[src/rtl/scan_bist_pkg.sv]
// Shared types, polynomial taps and step functions for the scan/c17 BIST sequencer.
package scan_bist_pkg;

    typedef enum logic [2:0] {
        IDLE    = 3'd0,
        CLEAR   = 3'd1,
        SHIFT   = 3'd2,
        CAPTURE = 3'd3,
        DONE    = 3'd4
    } state_t;

    localparam int unsigned POLY_W       = 16;
    localparam int unsigned PI_W         = 5;
    localparam int unsigned RESP_W       = 3;
    localparam logic [15:0] LFSR_TAPS    = 16'hB400;
    localparam logic [15:0] MISR_TAPS    = 16'hB400;
    localparam logic [15:0] DEFAULT_SEED = 16'hACE1;

    // Fibonacci step: feedback from bits 15,13,12,10 enters at bit 0.
    function automatic logic [15:0] lfsr_step(input logic [15:0] cur);
        return {cur[14:0], ^(cur & LFSR_TAPS)};
    endfunction

    // data is the current signature, w the word folded in this cycle.
    function automatic logic [15:0] misr_step(input logic [15:0] data, input logic [15:0] w);
        return {data[14:0], ^(data & MISR_TAPS)} ^ w;
    endfunction

endpackage

[src/rtl/scan_bist_misr.sv]
// 16-bit multiple-input signature register with synchronous clear and enable.
module scan_bist_misr
    import scan_bist_pkg::*;
(
    input  logic        clk,
    input  logic        reset,
    input  logic        clr,
    input  logic        en,
    input  logic [15:0] data,
    output logic [15:0] sig,
    output logic [15:0] sig_nxt_c
);

    logic [15:0] sig_q;
    logic [15:0] sig_d;

    assign sig_nxt_c = misr_step(sig_q, data);

    always_comb begin
        sig_d = sig_q;
        if (clr) begin
            sig_d = '0;
        end else if (en) begin
            sig_d = sig_nxt_c;
        end
    end

    always_ff @(posedge clk) begin
        if (reset) begin
            sig_q <= '0;
        end else begin
            sig_q <= sig_d;
        end
    end

    assign sig = sig_q;

endmodule

[src/rtl/scan_bist_ctrl.sv]
// BIST sequencer: LFSR-fed shift register + c17 patterns compacted into a MISR.
// Optional SCAN_ABORT_EN adds an abort input that returns a running test to IDLE.
module scan_bist_ctrl
    import scan_bist_pkg::*;
#(
    parameter int unsigned SREG_W  = 8,
    parameter int unsigned NUM_PAT = 16,
    parameter logic [15:0] SEED    = 16'hACE1,
    parameter logic [15:0] GOLDEN  = 16'h0000
) (
    input  logic                             clk,
    input  logic                             reset,
    input  logic                             start,
`ifdef SCAN_ABORT_EN
    input  logic                             abort,
`endif
    input  logic [SREG_W-1:0]                sreg_q,
    input  logic [2:0]                       resp,
    output logic                             sreg_rst,
    output logic                             sreg_sin,
    output logic [4:0]                       pi,
    output logic                             busy,
    output logic                             done,
    output logic                             pass,
    output logic [15:0]                      signature,
    output logic [$clog2(NUM_PAT+1)-1:0]     pat_idx
);

    localparam int unsigned PAT_W    = $clog2(NUM_PAT + 1);
    localparam int unsigned BIT_W    = (SREG_W > 1) ? $clog2(SREG_W) : 1;
    localparam logic [15:0] SEED_EFF = (SEED == 16'h0000) ? DEFAULT_SEED : SEED;
    localparam logic [BIT_W-1:0] BIT_LAST = BIT_W'(SREG_W - 1);
    localparam logic [PAT_W-1:0] PAT_LAST = PAT_W'(NUM_PAT - 1);

    state_t             state_q, state_d;
    logic [BIT_W-1:0]   bit_cnt_q, bit_cnt_d;
    logic [15:0]        lfsr_q, lfsr_d;
    logic [PAT_W-1:0]   pat_idx_q, pat_idx_d;
    logic [4:0]         pi_q, pi_d;
    logic               sreg_rst_q, sreg_rst_d;
    logic               sreg_sin_q, sreg_sin_d;
    logic               busy_q, busy_d;
    logic               done_q, done_d;
    logic               pass_q, pass_d;
    logic               misr_clr_c;
    logic               misr_en_c;
    logic               abort_c;
    logic [15:0]        cap_word_c;
    logic [15:0]        misr_sig;
    logic [15:0]        misr_nxt_c;

`ifdef SCAN_ABORT_EN
    assign abort_c = abort;
`else
    assign abort_c = 1'b0;
`endif

    assign cap_word_c = 16'({sreg_q, resp});

    scan_bist_misr u_misr (
        .clk       (clk),
        .reset     (reset),
        .clr       (misr_clr_c),
        .en        (misr_en_c),
        .data      (cap_word_c),
        .sig       (misr_sig),
        .sig_nxt_c (misr_nxt_c)
    );

    // Next state, counters and LFSR; outputs are registered from the next state.
    always_comb begin
        state_d    = state_q;
        bit_cnt_d  = bit_cnt_q;
        lfsr_d     = lfsr_q;
        pat_idx_d  = pat_idx_q;
        pi_d       = pi_q;
        pass_d     = pass_q;
        misr_clr_c = 1'b0;
        misr_en_c  = 1'b0;
        sreg_rst_d = 1'b0;
        sreg_sin_d = 1'b0;
        busy_d     = 1'b0;
        done_d     = 1'b0;

        unique case (state_q)
            IDLE: begin
                if (start) begin
                    state_d = CLEAR;
                end
            end
            CLEAR: begin
                lfsr_d     = SEED_EFF;
                misr_clr_c = 1'b1;
                pat_idx_d  = '0;
                bit_cnt_d  = '0;
                state_d    = SHIFT;
            end
            SHIFT: begin
                lfsr_d = lfsr_step(lfsr_q);
                if (bit_cnt_q == '0) begin
                    pi_d = lfsr_q[15:11];
                end
                if (bit_cnt_q == BIT_LAST) begin
                    bit_cnt_d = '0;
                    state_d   = CAPTURE;
                end else begin
                    bit_cnt_d = bit_cnt_q + BIT_W'(1);
                end
            end
            CAPTURE: begin
                misr_en_c = 1'b1;
                pat_idx_d = pat_idx_q + PAT_W'(1);
                if (pat_idx_q == PAT_LAST) begin
                    state_d = DONE;
                    pass_d  = (misr_nxt_c == GOLDEN);
                end else begin
                    state_d = SHIFT;
                end
            end
            DONE: begin
                if (!start) begin
                    state_d = IDLE;
                end
            end
            default: begin
                state_d = IDLE;
            end
        endcase

        // Abort leaves signature and pattern count exactly as they were.
        if (abort_c && (state_q == CLEAR || state_q == SHIFT || state_q == CAPTURE)) begin
            state_d    = IDLE;
            misr_clr_c = 1'b0;
            misr_en_c  = 1'b0;
            pat_idx_d  = pat_idx_q;
            lfsr_d     = lfsr_q;
            bit_cnt_d  = '0;
        end

        sreg_rst_d = (state_d == CLEAR);
        sreg_sin_d = (state_d == SHIFT) ? lfsr_d[0] : 1'b0;
        busy_d     = (state_d == CLEAR) || (state_d == SHIFT) || (state_d == CAPTURE);
        done_d     = (state_d == DONE);
        if (state_d == IDLE) begin
            pi_d   = '0;
            pass_d = 1'b0;
        end
    end

    always_ff @(posedge clk) begin
        if (reset) begin
            state_q    <= IDLE;
            bit_cnt_q  <= '0;
            lfsr_q     <= SEED_EFF;
            pat_idx_q  <= '0;
            pi_q       <= '0;
            sreg_rst_q <= 1'b0;
            sreg_sin_q <= 1'b0;
            busy_q     <= 1'b0;
            done_q     <= 1'b0;
            pass_q     <= 1'b0;
        end else begin
            state_q    <= state_d;
            bit_cnt_q  <= bit_cnt_d;
            lfsr_q     <= lfsr_d;
            pat_idx_q  <= pat_idx_d;
            pi_q       <= pi_d;
            sreg_rst_q <= sreg_rst_d;
            sreg_sin_q <= sreg_sin_d;
            busy_q     <= busy_d;
            done_q     <= done_d;
            pass_q     <= pass_d;
        end
    end

    assign sreg_rst  = sreg_rst_q;
    assign sreg_sin  = sreg_sin_q;
    assign pi        = pi_q;
    assign busy      = busy_q;
    assign done      = done_q;
    assign pass      = pass_q;
    assign signature = misr_sig;
    assign pat_idx   = pat_idx_q;

endmodule

[config.mk]
export PLATFORM = sky130hd
export DESIGN_NAME = scan_bist_ctrl
export DESIGN_NICKNAME = d
export VERILOG_FILES = /design/src/rtl/scan_bist_pkg.sv /design/src/rtl/scan_bist_misr.sv /design/src/rtl/scan_bist_ctrl.sv
export SDC_FILE = /design/constraint.sdc
export NUM_CORES = 1
export LEC_CHECK = 0
export CORE_MARGIN = 2
export CORE_UTILIZATION = 52
export DETAILED_ROUTE_END_ITERATION = 6
export HOLD_SLACK_MARGIN = 0.06
export PLACE_DENSITY_LB_ADDON = 0.25
export SLEW_MARGIN = 20
export SYNTH_ARGS = -nofsm -noshare
export SYNTH_HDL_FRONTEND = slang
export SYNTH_SLANG_ARGS = --single-unit
[constraint.sdc]
create_clock -name clk -period 2.5 [get_ports clk]
set_input_delay 0.5 -clock clk [delete_from_list [all_inputs] [get_ports clk]]
set_output_delay 0.5 -clock clk [all_outputs]
set_load 0.01 [all_outputs]
# Word level (Yosys, flattened, before mapping)
# Index checks and enable logic that the tools add are counted.
[word_totals]
ff_bits = 53
inputBits = 14
output_inout_bits = 31
wordCells = 52
[classes]
mux = 11
n_eq_ne = 10
addsub = 2
reduce_logical = 15
bitwise_logic = 2
[ops]
columns = ["cell", "count"]
rows = [
  ["$pmux W16 S2", 1],
  ["$reduce_xor A16 Y1", 2],
  ["$logic_not A16 Y1", 1],
  ["$xor A16 B11 Y16", 1],
  ["$mux W3", 5],
  ["$pmux W3 S5", 1],
  ["$eq A3 B2 Y1 const B", 4],
  ["$pmux W5 S2", 1],
  ["$eq A3 B3 Y1 const B", 3],
  ["$logic_not A3 Y1", 3],
  ["$eq A3 B1 Y1 const B", 2],
  ["$pmux W3 S2", 1],
  ["$reduce_or A2 Y1", 3],
  ["$add A5 B1 Y5 const B", 1],
  ["$eq A5 B4 Y1 const B", 1],
  ["$reduce_and A2 Y1", 2],
  ["$reduce_bool A2 Y1", 2],
  ["$add A3 B1 Y3 const B", 1],
  ["$logic_or A1 B1 Y1", 2],
  ["$mux W1", 2],
  ["$not A1 Y1", 1],
]

# Logic depth before layout (Yosys ltp)
[depth]
word_depth = 6
depth_mapped = 8

# By module
# Synthesis repeated with hierarchy kept, for this count alone.
[unflattened]
cells_unflattened = 322
area_unflattened_um2 = 2711.4
[modules_own_cells]
columns = ["mod", "n_inst", "area_each_um2", "cells_per_inst"]
rows = [
  ["scan_bist_ctrl", 1, 1971.9, 232],
  ["scan_bist_misr", 1, 739.5, 90],
]

# Worst setup path before layout
# Ideal clock, no wire load.
[synth_timing]
path_type = "reg-to-reg"
startpoint = "reg pat_idx_q[0], in the netlist pat_idx[0]"
endpoint = "reg pass_q, in the netlist pass"
synth_period_minus_slack_ns = 2.029
required_ns = 2.430
stages_incl_launch_ff = 9
arrival_time_ns = 1.959
path_slack_ns = 0.471
setup_ns = 0.070
path_cell_list = "dfxtp_1 ha_1 and3_1 ha_1 nand4b_4 or4_1 nor3_2 nand4_1 a21oi_1"
[synth_via]
elab_chain_len = 5
[synth_lines]
columns = ["element", "line", "rtl"]
rows = [
  ["from (decl)", "scan_bist_ctrl.sv:38", "logic [PAT_W-1:0] pat_idx_q, pat_idx_d;"],
  ["from (signal assigned)", "scan_bist_ctrl.sv:166", "pat_idx_q <= pat_idx_d;"],
  ["$eq A5 B4 Y1 (*)", "scan_bist_ctrl.sv:113", "if (pat_idx_q == PAT_LAST) begin"],
  ["$mux W3", "scan_bist_ctrl.sv:113", ""],
  ["$pmux W3 S5", "scan_bist_ctrl.sv:85", "unique case (state_q)"],
  ["$logic_not A3 Y1", "scan_bist_ctrl.sv:144", "if (state_d == IDLE) begin"],
  ["$reduce_or A2 Y1 (no source line)", "n/a", ""],
  ["to (signal assigned)", "scan_bist_ctrl.sv:172", "pass_q <= pass_d;"],
  ["to (decl)", "scan_bist_ctrl.sv:44", "logic pass_q, pass_d;"],
]
# Mark *: on every way between the ends. The rest lies on a longest branch, timed or not.
# A chain may end at the register's enable or synchronous reset.

# Worst setup path in the final report
# Ends and elaborated chain as after synthesis.

==> out/summary.txt <==
Status - finished clean
Die Height - 72.1 µm
Top cells by area, synth - dfxtp_1 (44%), a22oi_1 (6.5%), nor2_1 (5.0%), xor2_1 (4.4%), nand2_1 (3.6%)
Top cell type's share of synthesized area - 0.440
Buffers on Ports - 44
YS warnings - 0
Worst min path class - reg -> reg
Most common cell in the netlist - dfxtp_1
Gr usage total - 0.210
Post-synthesis mux area share - 0.0291
Achievable frequency - 454 MHz
Fill count - 386
Least-Margin Pin Slew - 685 ps
Final Non-Filler Cells - 361
Post-Syn Area - 2410 µm²
DRT Wirelength - 5.19 mm
Prevailing post-synth register cell - dfxtp_1
Area occupied by multi-input gates - 1200 µm²
Post-Route Skew - 5.67 ps
Ys async rst share - 0
Syn Area/Cell - 8.89 µm²
Setup TNS - 0 ps
Vias in the first global route - 1843
DP Cell Count - 354
Yosys cell types - 39
Die Width - 72.1 µm
Pwr dens - 537 nW/µm²
Unrepaired setup endpoints after global routing - false
Number of nets in the layout - 328
Top post-synthesis cells by count - dfxtp_1 (53), nor2_1 (32), nand2_1 (23), a22oi_1 (21), a21oi_1 (15)
Number of flops mapped to enable cells by yosys - 0
Largest stage delay, worst path - 570 ps
Layout cells sized above 1 - 0.0744
Drt first pass iters - 4
CTS root buf - clkbuf_8
Final Setup Violations - 0
Hold Crit Start - pass$_SDFFE_PP0P_
Crit path from - pat_idx[0]$_SDFFE_PP0P_
Routed via count - 2041
Worst Path Max Fanout - 5
Post-synthesis simple-gate area fraction - 0.202
Reg2reg start - pat_idx[0]$_SDFFE_PP0P_
Wirelength per Cell - 14.4 µm
CTS tree - yes
Delay-heaviest family, CP - simple AND/OR/NAND/NOR gates
Compound-gate portion of the synthesized area - 0.180
DP Wirelength - 3.70 mm
Crit path launch type - flop
Largest family of logic cells by synthesized area - simple AND/OR/NAND/NOR gates
Pins Over Slew Limit - 0
Initial Utilization - 0.546
Reg area - 1060 µm²
First-pass GRT wire length - 8.71 mm
Core ar. - 4410 µm²
Worst path most repeated cell - ha_1
Final Hold Viols - 0
Min Tclk post-route - 2200 ps
Initial drt markers - 118
Site Rows - 24
Post-synthesis adder-cell area fraction - 0.0260
Worst-path cell chain - ha_1 > and3_1 > ha_1 > nand4b_4 > or4_1 > nor3_2 > nand4_1 > a21oi_1
Vias/cell - 5.65
N_diodes - 0
VDD IR-drop max - 0.354 mV
Postcts setup bufs - 0
Clk sinks - 53
Maximum number of buffers from clock root to sink - 2
Slew headroom - 0.542
Post-Synth XOR/XNOR Area - 0.0618
Synth-to-Final Area Change - 22.3%
Congestion Overflow GR - 0
Worst Path Buf+Inv - 0
# H-tree levels - 2
FF+latch count, synth - 53
Crit Path Class - reg -> reg
Largest net degree at the start of global routing - 23
Worst skew pair latency - 290 ps
Antenna viol nets, final - 0
Leak - 1.13 nW
Synth Net Count - 290
CTS buffer count - 5
I/O pins - 45
GP Congestion - 0.785
Initial antenna violation count - 0
CP Data Required Time - 2730 ps
Slowest CP cell - or4_1
Residual DRC - 0
Syn Inst Count - 271
Cell accounting for the most synthesized area - dfxtp_1
Element type at the critical path end - flop
Arrival time at the worst endpoint - 2430 ps
Hold_buf cts - 0
Post-cts sizing count - 0
Sequential fraction of the synthesis area - 0.440
Die area - 5190 µm²
Max Cap Viol - 0
Final worst-path cycle share - 0.881
Clock transition at the registers of the reported paths - 90 ps
## tightest hold or removal path: stages (launching register included)
cell and delay [ps]:
dfxtp_1 330, nand2_1 50, a21oi_1 60
## area by class of cell
| class | count | area share |
|---|---|---|
| inverters | 4 | 0.00510 |
| repair buffers | 54 | 0.175 |
| flip-flops and latches | 53 | 0.360 |
| clock buffers | 7 | 0.0293 |
| well taps | 52 | 0.0221 |
| multi-input cells | 191 | 0.408 |
## worst paths after layout
kind                            depth (start not counted)  slack (ps)                 to
worst min-delay path                                    2         480  pass$_SDFFE_PP0P_
worst max register to register                          8         300  pass$_SDFFE_PP0P_
worst max-delay path                                    8         300  pass$_SDFFE_PP0P_
worst min register to register                          2         480  pass$_SDFFE_PP0P_
## cells by family (layout without fill, tap and decap cells)
group                      count (synthesis)  after routing
and+or+nand+nor                           96             96
AOI/OAI and AO/OA                         66             66
DFF                                       53             53
buffers and inverters                     27             65
xor gates and xnor gates                  17             17
muxes                                      7              7
adders and majority gates                  5              5
## layer usage
layer	up-vias	track usage	routed length, µm
met3	4	0.0389	207
met1	977	0.288	2390
met5	-	0	0
li1	1014	-	-
met2	46	0.329	2560
met4	0	0.0755	34
## flip-flops by register name (all words and copies together), names as in the netlist
register    flops
lfsr_q         16
u_misr.sig     16
pat_idx         5
pi              5
bit_cnt_q       3
state_q         3
busy            1
done            1
pass            1
sreg_rst        1
sreg_sin        1
## where the power goes
part	switching, mW	internal, mW
Clock	0.254	0.220
Sequential	0.0271	0.867
Combinational	0.113	0.100
Total	0.394	1.19
## metrics by stage
| stage | hold slack (ps) | utilization | instance area [µm²] | worst slack, ps | total power, mW |
|---|---|---|---|---|---|
| after floorplan | 453 | - | 2410 | 471 | 1.04 |
| after global placement | 445 | 0.648 | 2860 | 431 | 1.12 |
| after detailed placement | 470 | 0.648 | 2860 | 321 | 1.13 |
| after CTS | 485 | 0.668 | 2950 | 289 | 1.59 |
| after global routing | 506 | 0.668 | 2950 | 135 | 1.65 |
| final | 481 | 0.668 | 2950 | 296 | 1.58 |
## placed cells by master, fill, tap and decap left out, drive strengths merged, types with 2 or more instances in the layout
cell,synthesis,final
dfxtp,53,53
clkdlybuf4s50,0,44
nor2,33,33
nand2,23,23
a22oi,21,21
a21oi,15,15
xor2,12,12
o21ai,10,10
buf,12,10
nand3,9,9
a22o,9,9
nand2b,8,8
o22ai,8,8
mux2i,7,7
clkbuf,11,7
xnor2,5,5
ha,5,5
nor3,4,4
inv,3,3
nor2b,3,3
or2,3,3
and3,2,2
nand3b,2,2
nor3b,2,2
or4,2,2
No activity file was read; power rests on OpenSTA's default activity.
